<file path="config.mk">
export PLATFORM = sky130hd
export DESIGN_NAME = securitybox_ctrl_param
export DESIGN_NICKNAME = d
export VERILOG_FILES = /design/src/rtl/securitybox_pkg.sv /design/src/rtl/secbox_timer.sv /design/src/rtl/securitybox_ctrl_param.sv
export SDC_FILE = /design/constraint.sdc
export NUM_CORES = 1
export LEC_CHECK = 0
export BUFFER_PORTS_ARGS = -buffer_cell sky130_fd_sc_hd__buf_2
export CAP_MARGIN = 0
export CORE_UTILIZATION = 55
export CTS_CLUSTER_DIAMETER = 200
export DETAILED_ROUTE_END_ITERATION = 8
export PLACE_DENSITY = 0.75
export SLEW_MARGIN = 20
export SYNTH_ARGS = -nofsm -noshare
export SYNTH_HDL_FRONTEND = slang
export SYNTH_SLANG_ARGS = --single-unit
</file>
<file path="constraint.sdc">
create_clock -name Clk -period 3.2 [get_ports Clk]
set_clock_uncertainty 0.2 [all_clocks]
set_input_delay 0.48 -clock Clk [delete_from_list [all_inputs] [get_ports Clk]]
set_output_delay 0.48 -clock Clk [all_outputs]
set_load 0.01 [all_outputs]
</file>
<file path="src/rtl/securitybox_pkg.sv">
// Shared types, default timings and code-digit helper for the security-box controller.
// Optional code programming is enabled by SECBOX_PROG_CODE_EN.
package securitybox_pkg;

    typedef enum logic [2:0] {
        IDLE,
        ENTRY,
        UNLOCK,
        OPENWAIT,
        DOOROPEN,
        WRONG,
        LOCKOUT,
        PROG
    } secbox_state_t;

    localparam int          DEF_KEY_W            = 4;
    localparam int          DEF_CODE_LEN         = 4;
    localparam logic [15:0] DEF_DEFAULT_CODE     = 16'h9520;
    localparam int          DEF_LOCK_CYCLES      = 10;
    localparam int          DEF_LONG_LOCK_CYCLES = 40;
    localparam int          DEF_MAX_FAILS        = 3;
    localparam int          DEF_OPEN_TIMEOUT     = 50;

    localparam int MAX_CODE_W = 256;

    // Digit idx of a code; digit 0 is the most significant field.
    function automatic logic [MAX_CODE_W-1:0] digit_of(
        input logic [MAX_CODE_W-1:0] code,
        input int                    idx,
        input int                    key_w,
        input int                    code_len
    );
        logic [MAX_CODE_W-1:0] mask;
        mask = (MAX_CODE_W'(1) << key_w) - MAX_CODE_W'(1);
        return (code >> ((code_len - 1 - idx) * key_w)) & mask;
    endfunction

    function automatic int max3(input int a, input int b, input int c);
        int m;
        m = (a > b) ? a : b;
        return (m > c) ? m : c;
    endfunction

endpackage

</file>
<file path="src/rtl/secbox_timer.sv">
// Clearable, enabled up-counter with terminal-count compare against a supplied limit.
module secbox_timer #(
    parameter int W = 6
) (
    input  logic         clk,
    input  logic         reset,
    input  logic         clear,
    input  logic         en,
    input  logic [W-1:0] limit,
    output logic         tc
);

    logic [W-1:0] count_q;
    logic [W-1:0] count_d;

    always_comb begin
        count_d = count_q;
        if (clear) begin
            count_d = '0;
        end else if (en) begin
            count_d = count_q + W'(1);
        end
    end

    always_ff @(posedge clk) begin
        if (reset) begin
            count_q <= '0;
        end else begin
            count_q <= count_d;
        end
    end

    assign tc = (count_q == limit);

endmodule

</file>
<file path="src/rtl/securitybox_ctrl_param.sv">
// Keypad security-box controller: code entry, unlock/open timeout, wrong-code and lockout timing.
// Define SECBOX_PROG_CODE_EN to add ProgMode and a reprogrammable code register.
module securitybox_ctrl_param
    import securitybox_pkg::*;
#(
    parameter int                         KEY_W            = DEF_KEY_W,
    parameter int                         CODE_LEN         = DEF_CODE_LEN,
    parameter logic [KEY_W*CODE_LEN-1:0]  DEFAULT_CODE     = DEF_DEFAULT_CODE,
    parameter int                         LOCK_CYCLES      = DEF_LOCK_CYCLES,
    parameter int                         LONG_LOCK_CYCLES = DEF_LONG_LOCK_CYCLES,
    parameter int                         MAX_FAILS        = DEF_MAX_FAILS,
    parameter int                         OPEN_TIMEOUT     = DEF_OPEN_TIMEOUT
) (
    input  logic                           Clk,
    input  logic                           Reset,
    input  logic [KEY_W-1:0]               Key,
    input  logic                           PressedKey,
    input  logic                           DoorSw,
`ifdef SECBOX_PROG_CODE_EN
    input  logic                           ProgMode,
`endif
    output logic                           OpenDoor,
    output logic                           OpenDoorLed,
    output logic                           ClosedDoorLed,
    output logic                           WrongPWLed,
    output logic                           LockedOut,
    output logic [$clog2(MAX_FAILS+1)-1:0] FailCount
);

    localparam int CODE_W  = KEY_W * CODE_LEN;
    localparam int FC_W    = $clog2(MAX_FAILS + 1);
    localparam int IDX_W   = (CODE_LEN > 1) ? $clog2(CODE_LEN) : 1;
    localparam int TMR_MAX = max3(LOCK_CYCLES, LONG_LOCK_CYCLES, OPEN_TIMEOUT);
    localparam int TMR_W   = (TMR_MAX > 1) ? $clog2(TMR_MAX) : 1;

    localparam logic [IDX_W-1:0] LAST_IDX = IDX_W'(CODE_LEN - 1);
    localparam logic [FC_W-1:0]  FC_MAX   = FC_W'(MAX_FAILS);

    secbox_state_t    state_q, state_d;
    logic [IDX_W-1:0] idx_q, idx_d;
    logic             err_q, err_d;
    logic [FC_W-1:0]  fail_q, fail_d;
    logic [FC_W-1:0]  fail_inc;
    logic [IDX_W-1:0] cur_idx;
    logic             press_ok;
    logic             key_ok;
    logic             err_new;
    logic             tmr_clear;
    logic             tmr_en;
    logic [TMR_W-1:0] tmr_limit;
    logic             tmr_tc;
    logic [CODE_W-1:0] code_q;

`ifdef SECBOX_PROG_CODE_EN
    logic [CODE_W-1:0] code_d;
    logic [CODE_W-1:0] shadow_q, shadow_d;
    logic [CODE_W-1:0] shadow_shift;

    // Digits arrive most-significant first, so each new one enters at the LS end.
    if (CODE_LEN > 1) begin : g_shift
        assign shadow_shift = {shadow_q[CODE_W-KEY_W-1:0], Key};
    end else begin : g_shift1
        assign shadow_shift = Key;
    end
`else
    assign code_q = DEFAULT_CODE;
`endif

    assign press_ok = PressedKey && !DoorSw && ((state_q == IDLE) || (state_q == ENTRY));
    assign cur_idx  = (state_q == ENTRY) ? idx_q : '0;
    assign key_ok   = (digit_of(MAX_CODE_W'(code_q), int'(cur_idx), KEY_W, CODE_LEN)
                       == MAX_CODE_W'(Key));
    assign err_new  = ((state_q == ENTRY) ? err_q : 1'b0) | ~key_ok;
    assign fail_inc = (fail_q < FC_MAX) ? fail_q + FC_W'(1) : fail_q;

    always_comb begin
        state_d = state_q;
        idx_d   = idx_q;
        err_d   = err_q;
        fail_d  = fail_q;
`ifdef SECBOX_PROG_CODE_EN
        code_d   = code_q;
        shadow_d = shadow_q;
`endif
        case (state_q)
            IDLE, ENTRY: begin
                if (press_ok) begin
                    if (cur_idx == LAST_IDX) begin
                        idx_d = '0;
                        err_d = 1'b0;
                        if (!err_new) begin
                            state_d = UNLOCK;
                        end else begin
                            fail_d  = fail_inc;
                            state_d = (fail_inc < FC_MAX) ? WRONG : LOCKOUT;
                        end
                    end else begin
                        idx_d   = cur_idx + IDX_W'(1);
                        err_d   = err_new;
                        state_d = ENTRY;
                    end
                end
            end
            UNLOCK: begin
                fail_d  = '0;
                state_d = OPENWAIT;
            end
            OPENWAIT: begin
                if (DoorSw) begin
                    state_d = DOOROPEN;
                end else if (tmr_tc) begin
                    state_d = IDLE;
                end
            end
            DOOROPEN: begin
`ifdef SECBOX_PROG_CODE_EN
                if (ProgMode) begin
                    idx_d   = '0;
                    state_d = PROG;
                end else if (!DoorSw) begin
                    state_d = IDLE;
                end
`else
                if (!DoorSw) begin
                    state_d = IDLE;
                end
`endif
            end
            WRONG: begin
                if (tmr_tc) begin
                    state_d = IDLE;
                end
            end
            LOCKOUT: begin
                if (tmr_tc) begin
                    fail_d  = '0;
                    state_d = IDLE;
                end
            end
            PROG: begin
`ifdef SECBOX_PROG_CODE_EN
                if (!ProgMode) begin
                    idx_d   = '0;
                    state_d = DOOROPEN;
                end else if (PressedKey) begin
                    shadow_d = shadow_shift;
                    if (idx_q == LAST_IDX) begin
                        code_d  = shadow_shift;
                        idx_d   = '0;
                        state_d = DOOROPEN;
                    end else begin
                        idx_d = idx_q + IDX_W'(1);
                    end
                end
`else
                state_d = IDLE;
`endif
            end
            default: state_d = IDLE;
        endcase
    end

    always_comb begin
        tmr_en    = 1'b0;
        tmr_limit = '0;
        case (state_q)
            OPENWAIT: begin
                tmr_en    = 1'b1;
                tmr_limit = TMR_W'(OPEN_TIMEOUT - 1);
            end
            WRONG: begin
                tmr_en    = 1'b1;
                tmr_limit = TMR_W'(LOCK_CYCLES - 1);
            end
            LOCKOUT: begin
                tmr_en    = 1'b1;
                tmr_limit = TMR_W'(LONG_LOCK_CYCLES - 1);
            end
            default: ;
        endcase
    end

    assign tmr_clear = (state_d != state_q);

    secbox_timer #(
        .W (TMR_W)
    ) u_timer (
        .clk   (Clk),
        .reset (Reset),
        .clear (tmr_clear),
        .en    (tmr_en),
        .limit (tmr_limit),
        .tc    (tmr_tc)
    );

    always_ff @(posedge Clk) begin
        if (Reset) begin
            state_q <= IDLE;
            idx_q   <= '0;
            err_q   <= 1'b0;
            fail_q  <= '0;
`ifdef SECBOX_PROG_CODE_EN
            code_q   <= DEFAULT_CODE;
            shadow_q <= '0;
`endif
        end else begin
            state_q <= state_d;
            idx_q   <= idx_d;
            err_q   <= err_d;
            fail_q  <= fail_d;
`ifdef SECBOX_PROG_CODE_EN
            code_q   <= code_d;
            shadow_q <= shadow_d;
`endif
        end
    end

    always_comb begin
        OpenDoor      = 1'b0;
        OpenDoorLed   = 1'b0;
        ClosedDoorLed = 1'b0;
        WrongPWLed    = 1'b0;
        LockedOut     = 1'b0;
        case (state_q)
            IDLE, ENTRY:        ClosedDoorLed = 1'b1;
            UNLOCK: begin
                OpenDoor    = 1'b1;
                OpenDoorLed = 1'b1;
            end
            OPENWAIT, DOOROPEN: OpenDoorLed   = 1'b1;
            WRONG:              WrongPWLed    = 1'b1;
            LOCKOUT: begin
                WrongPWLed = 1'b1;
                LockedOut  = 1'b1;
            end
            PROG:               OpenDoorLed   = 1'b1;
            default: ;
        endcase
    end

    assign FailCount = fail_q;

endmodule
</file>
* Word level (Yosys, flattened, before mapping)
Index checks and enable logic that the tools add are counted.
Cells by class: $add $sub $neg 4, magnitude comparators 2, equal/unequal tests 15, shift-type cells 1, multiplexer cells 25, bitwise gates (word level) 2, reductions and logical operators 13
Operator list (count):
- $shr 16x32->4 const A | 1
- $mux 3 | 6
- $pmux 3 s6 | 1
- $pmux 6 s3 | 1
- $mux 2 | 8
- $eq 3x3->1 const B | 4
- $mux 1 | 8
- $ne 2x2->1 const B | 4
- $add 6x1->6 const B | 1
- $eq 3x2->1 const B | 2
- $eq 6x6->1 | 1
- $pmux 2 s3 | 1
- $reduce_or 2->1 | 3
- $reduce_and 5->1 | 1
- $add 2x1->2 const B | 2
- $eq 4x4->1 | 1
- $lt 2x2->1 const B | 2
- $reduce_or 4->1 | 1
- $eq 3x1->1 const B | 1
- $logic_not 3->1 | 1
- $ne 3x3->1 | 1
- $reduce_bool 3->1 | 1
- $reduce_or 3->1 | 1
- $sub 2x2->3 const A | 1
- other kinds (7) | 8
Storage, ports and cells: flip-flop bits (word level) 14, input bits 8, output and inout bits 7

* Depth between registers and ports, before layout
depth in word-level cells 13, depth in mapped cells 11

* Hierarchy
Synthesis repeated with hierarchy kept, for this count alone.
Unflattened totals: cell total of the unflattened synthesis 122, area total of the unflattened synthesis 988.4 µm²
Modules (own cells, without submodules):
- securitybox_ctrl_param | times used 1, cells an instance 88, area an instance 675.6 µm², seq. area each 160.2 µm²
- secbox_timer | times used 1, cells an instance 34, area an instance 312.8 µm², seq. area each 120.1 µm²

* Worst setup path after synthesis
No wires, ideal clock.
path kind flip-flop to flip-flop, from reg state_q[0], to reg u_timer.count_q[0], arrival time 2.004 ns, required time 2.861 ns, slack 0.857 ns, stages on the path, launching flop included 11, buffers on the path 1, period minus slack after synthesis 2.343 ns, cell sequence dfxtp_1 buf_4 nor3b_2 nand2_1 ha_1 xnor2_1 nand3_1 nor4_2 o31ai_1 a21oi_1 a211oi_1
On the way: longest elaborated chain between the ends 13, elaborated cells between the ends (all ways) 33
Ends and longest elaborated chain:
- from (decl) | RTL line securitybox_ctrl_param.sv:39 | secbox_state_t state_q, state_d;
- from (signal assigned) | RTL line securitybox_ctrl_param.sv:207 | state_q <= state_d;
- $eq 3x1->1
- $mux 2 | RTL line securitybox_ctrl_param.sv:70 | assign cur_idx = (state_q == ENTRY) ? idx_q : '0;
- $sub 2x2->3 | RTL line securitybox_pkg.sv:35 | return (code >> ((code_len - 1 - idx) * key_w)) & mask;
- $shr 16x32->4 | RTL line securitybox_pkg.sv:35
- $eq 4x4->1 | RTL line securitybox_ctrl_param.sv:72 | == MAX_CODE_W'(Key));
- $not 1->1 | RTL line securitybox_ctrl_param.sv:73 | assign err_new = ((state_q == ENTRY) ? err_q : 1'b0) | ~key_ok;
- $or 1x1->1 | RTL line securitybox_ctrl_param.sv:73
- $mux 3 | RTL line securitybox_ctrl_param.sv:91 | if (!err_new) begin
- $mux 3 | RTL line securitybox_ctrl_param.sv:88 | if (cur_idx == LAST_IDX) begin
- $mux 3 | RTL line securitybox_ctrl_param.sv:87 | if (press_ok) begin
- $pmux 3 s6 | RTL line securitybox_ctrl_param.sv:85 | case (state_q)
- $ne 3x3->1 | RTL line securitybox_ctrl_param.sv:183 | assign tmr_clear = (state_d != state_q);
- $reduce_or 2->1 (no source line)
- to (signal assigned) | RTL line secbox_timer.sv:29 | count_q <= count_d;
- to (decl) | RTL line secbox_timer.sv:13 | logic [W-1:0] count_q;
Parallel ways exist; a longest one is shown, timed or not. A chain may end at the register's enable or synchronous reset.

* Worst setup path in the final report
from reg state_q[2], to reg u_timer.count_q[5]
Same word-level chain as after synthesis.

==> results.yml <==
place:
  place_inst: 162
  place_congestion: 0.9361
  portBuffers: 14
  place_area_um2: 1131
  place_ws_ns: 0.3429
  hpwl_mm: 1.771
routing:
  routed_wl_mm: 2.314
  num_vias: 991
  drc: 0
  drt_iter0_markers: 37
  routedWlPerCell_um: 13.94
  drt-pass1-iter-count: 4
  drtAntennaViolNets: 0
  viasPerCell: 5.970
critical_path:
  crit_arrival_ns: 2.84
  slowest_stage: "dfxtp_1"
  path_buf_inv: 1
  cp_max_fo: 17
  cp.depth: 10
  reg2reg_depth: 10
  worst_path_largest_cell_delay_ns: 0.69
  cp_data_required_time_ns: 3.16
  path_class: "register to register"
  worstSetupStartpointType: "register"
  path_cells: "nor3b_2 > nand2_1 > inv_1 > ha_1 > xnor2_1 > nand3_1 > nor4_2 > o31ai_1 > a21oi_1 > a211oi_1"
  worstSetupEndpointType: "register"
  cp_top_family: "simple AND/OR/NAND/NOR gates"
layout:
  final_area_um2: 1167
  fin_cells: 166
  fin_nets: 155
  area_growth_pct: 12.41
  drive_above_1_share: 0.1915
  final_cell_mix: "dfxtp_1, buf_2, nor2_1, nand2_1, a211oi_1"
  fin_util: 0.6688
  antenna_cells: 0
  fill_cells: 155
floorplan:
  die-width_um: 45.46
  coreArea_um2: 1745
  num_rows: 15
  start_util: 0.5950
  boundaryPins: 15
  dieArea_um2: 2066
  fp.dieH_um: 45.46
power_and_ir_drop:
  max-vdd-ir-drop_v: 0.0003035
  p_per_area_nw_per_um2: 302.4
  p_leak_uw: 0.0004582
timing:
  fin_ws_ns: 0.3177
  final-hold-violation-count: 0
  fin_setup_tns_ns: 0
  final_max_slew_viol_count: 0
  setup_viol_count_final: 0
  slew_headroom: 0.6170
  post-route-period-util: 0.9007
  tightestPinTransition_ns: 0.5737
  min_period_ns: 2.882
  fmax_mhz: 346.9
  rsz0062_at_grt: "no"
logic_synthesis:
  async_reset_ff_frac: 0
  syn_inst: 126
  yosysWarnings: 0
  ys_seq_elements: 14
  ys.flop_type: "dfxtp_1"
  syn_area_um2: 1038
  syn-num-nets: 139
  synth_cell_types: 44
  avgSynthCellArea_um2: 8.242
  ys_seq_area_frac: 0.2699
  synth-edff-count: 0
worst_hold_path:
  hold_path.class: "input pin to register"
  whs_path_depth: 2
grt:
  grt_max_degree: 18
  grt_pass1_wl_mm: 3.884
  antenna_found_initial: 0
  track_usage: 0.2603
  grt_pass1_vias: 894
  overflow: 0
clocking:
  cts_resized: 0
  cts_root_buf: "clkbuf_4"
  numClockSinks: 14
  clockBufferDepth: 2
  htreeDepth: 1
  hold_buffers: 0
  path_clk_slew_ns: 0.09
  clk_latency_ns: 0.29
  post-cts-setup-buffer-count: 0
  cts_made_buffers: 3
  tritoncts: "built"
run:
  drv_cap: 0
status:
  status: "completed"
==> state kept, by name, indices dropped and copies added, names as in the netlist <==
name / cells
u_timer.count_q: 6
state_q: 3
FailCount: 2
idx_q: 2
err_q: 1
==> cells in the mapped netlist, drive strengths merged (3+ instances only) <==
| library cell | count | area (um^2) |
|---|---|---|
| nor2 | 13 | 48.80 |
| xor2 | 4 | 35.03 |
| nand2 | 10 | 37.54 |
| xnor2 | 6 | 52.55 |
| ha | 5 | 62.56 |
| o21ai | 4 | 20.02 |
| inv | 4 | 15.01 |
| dfxtp | 14 | 280.3 |
| buf | 4 | 20.02 |
| nor2b | 3 | 18.77 |
| and2 | 4 | 25.02 |
| a211oi | 8 | 60.06 |
| nand3 | 4 | 20.02 |
| a21oi | 8 | 43.79 |
| a21o | 3 | 22.52 |
==> cell families after synthesis <==
kind of cell,synth area share
XOR/XNOR,0.08433
AND/OR/NAND/NOR,0.2651
buffers and inverters,0.03734
AO/OA/AOI/OAI,0.2639
flip-flops,0.2699
multiplexers,0.01928
adder cells (fa/ha/maj),0.06024
==> routing by layer <==
| layer | part of all wire | GRT usage |
|---|---|---|
| met5 | 0 | 0 |
| met4 | 0.0052 | 0.06667 |
| met3 | 0.077 | 0.08333 |
| met2 | 0.44 | 0.4000 |
| met1 | 0.47 | 0.3505 |
==> layout make-up <==
cell class                      count  area (um^2)  area share
Multi-Input combinational cell    103        719.4      0.6163
Clock buffer                        4        36.28     0.03108
Inverter                            4        15.01     0.01286
Tap cell                           25        31.28     0.02680
Sequential cell                    14        280.3      0.2401
Timing Repair Buffer               16        85.08     0.07288
==> worst paths after layout <==
path,startpoint,end,slack (ns)
setup / recovery,state_q[2],u_timer.count_q[5],0.32
hold reg to reg,idx_q[0],idx_q[0],0.31
setup reg to reg,state_q[2],u_timer.count_q[5],0.32
hold / removal,Reset,idx_q[0],0.28
==> power breakdown <==
part	total [uW]	internal [uW]	switching (uW)
combinational	39.6	17.1	22.5
clock	133	69.3	63.8
sequential	180	177	3.51
==> through the flow <==
stage	hold slack [ns]	total power, uW
2_1_floorplan	0.2482	211.6
3_3_place_gp	0.2837	222.2
3_5_place_dp	0.2875	223.4
4_1_cts	0.2727	355.2
5_1_grt	0.2805	367.1
6_report	0.2801	353.0
(Power assumes the default switching activity.)
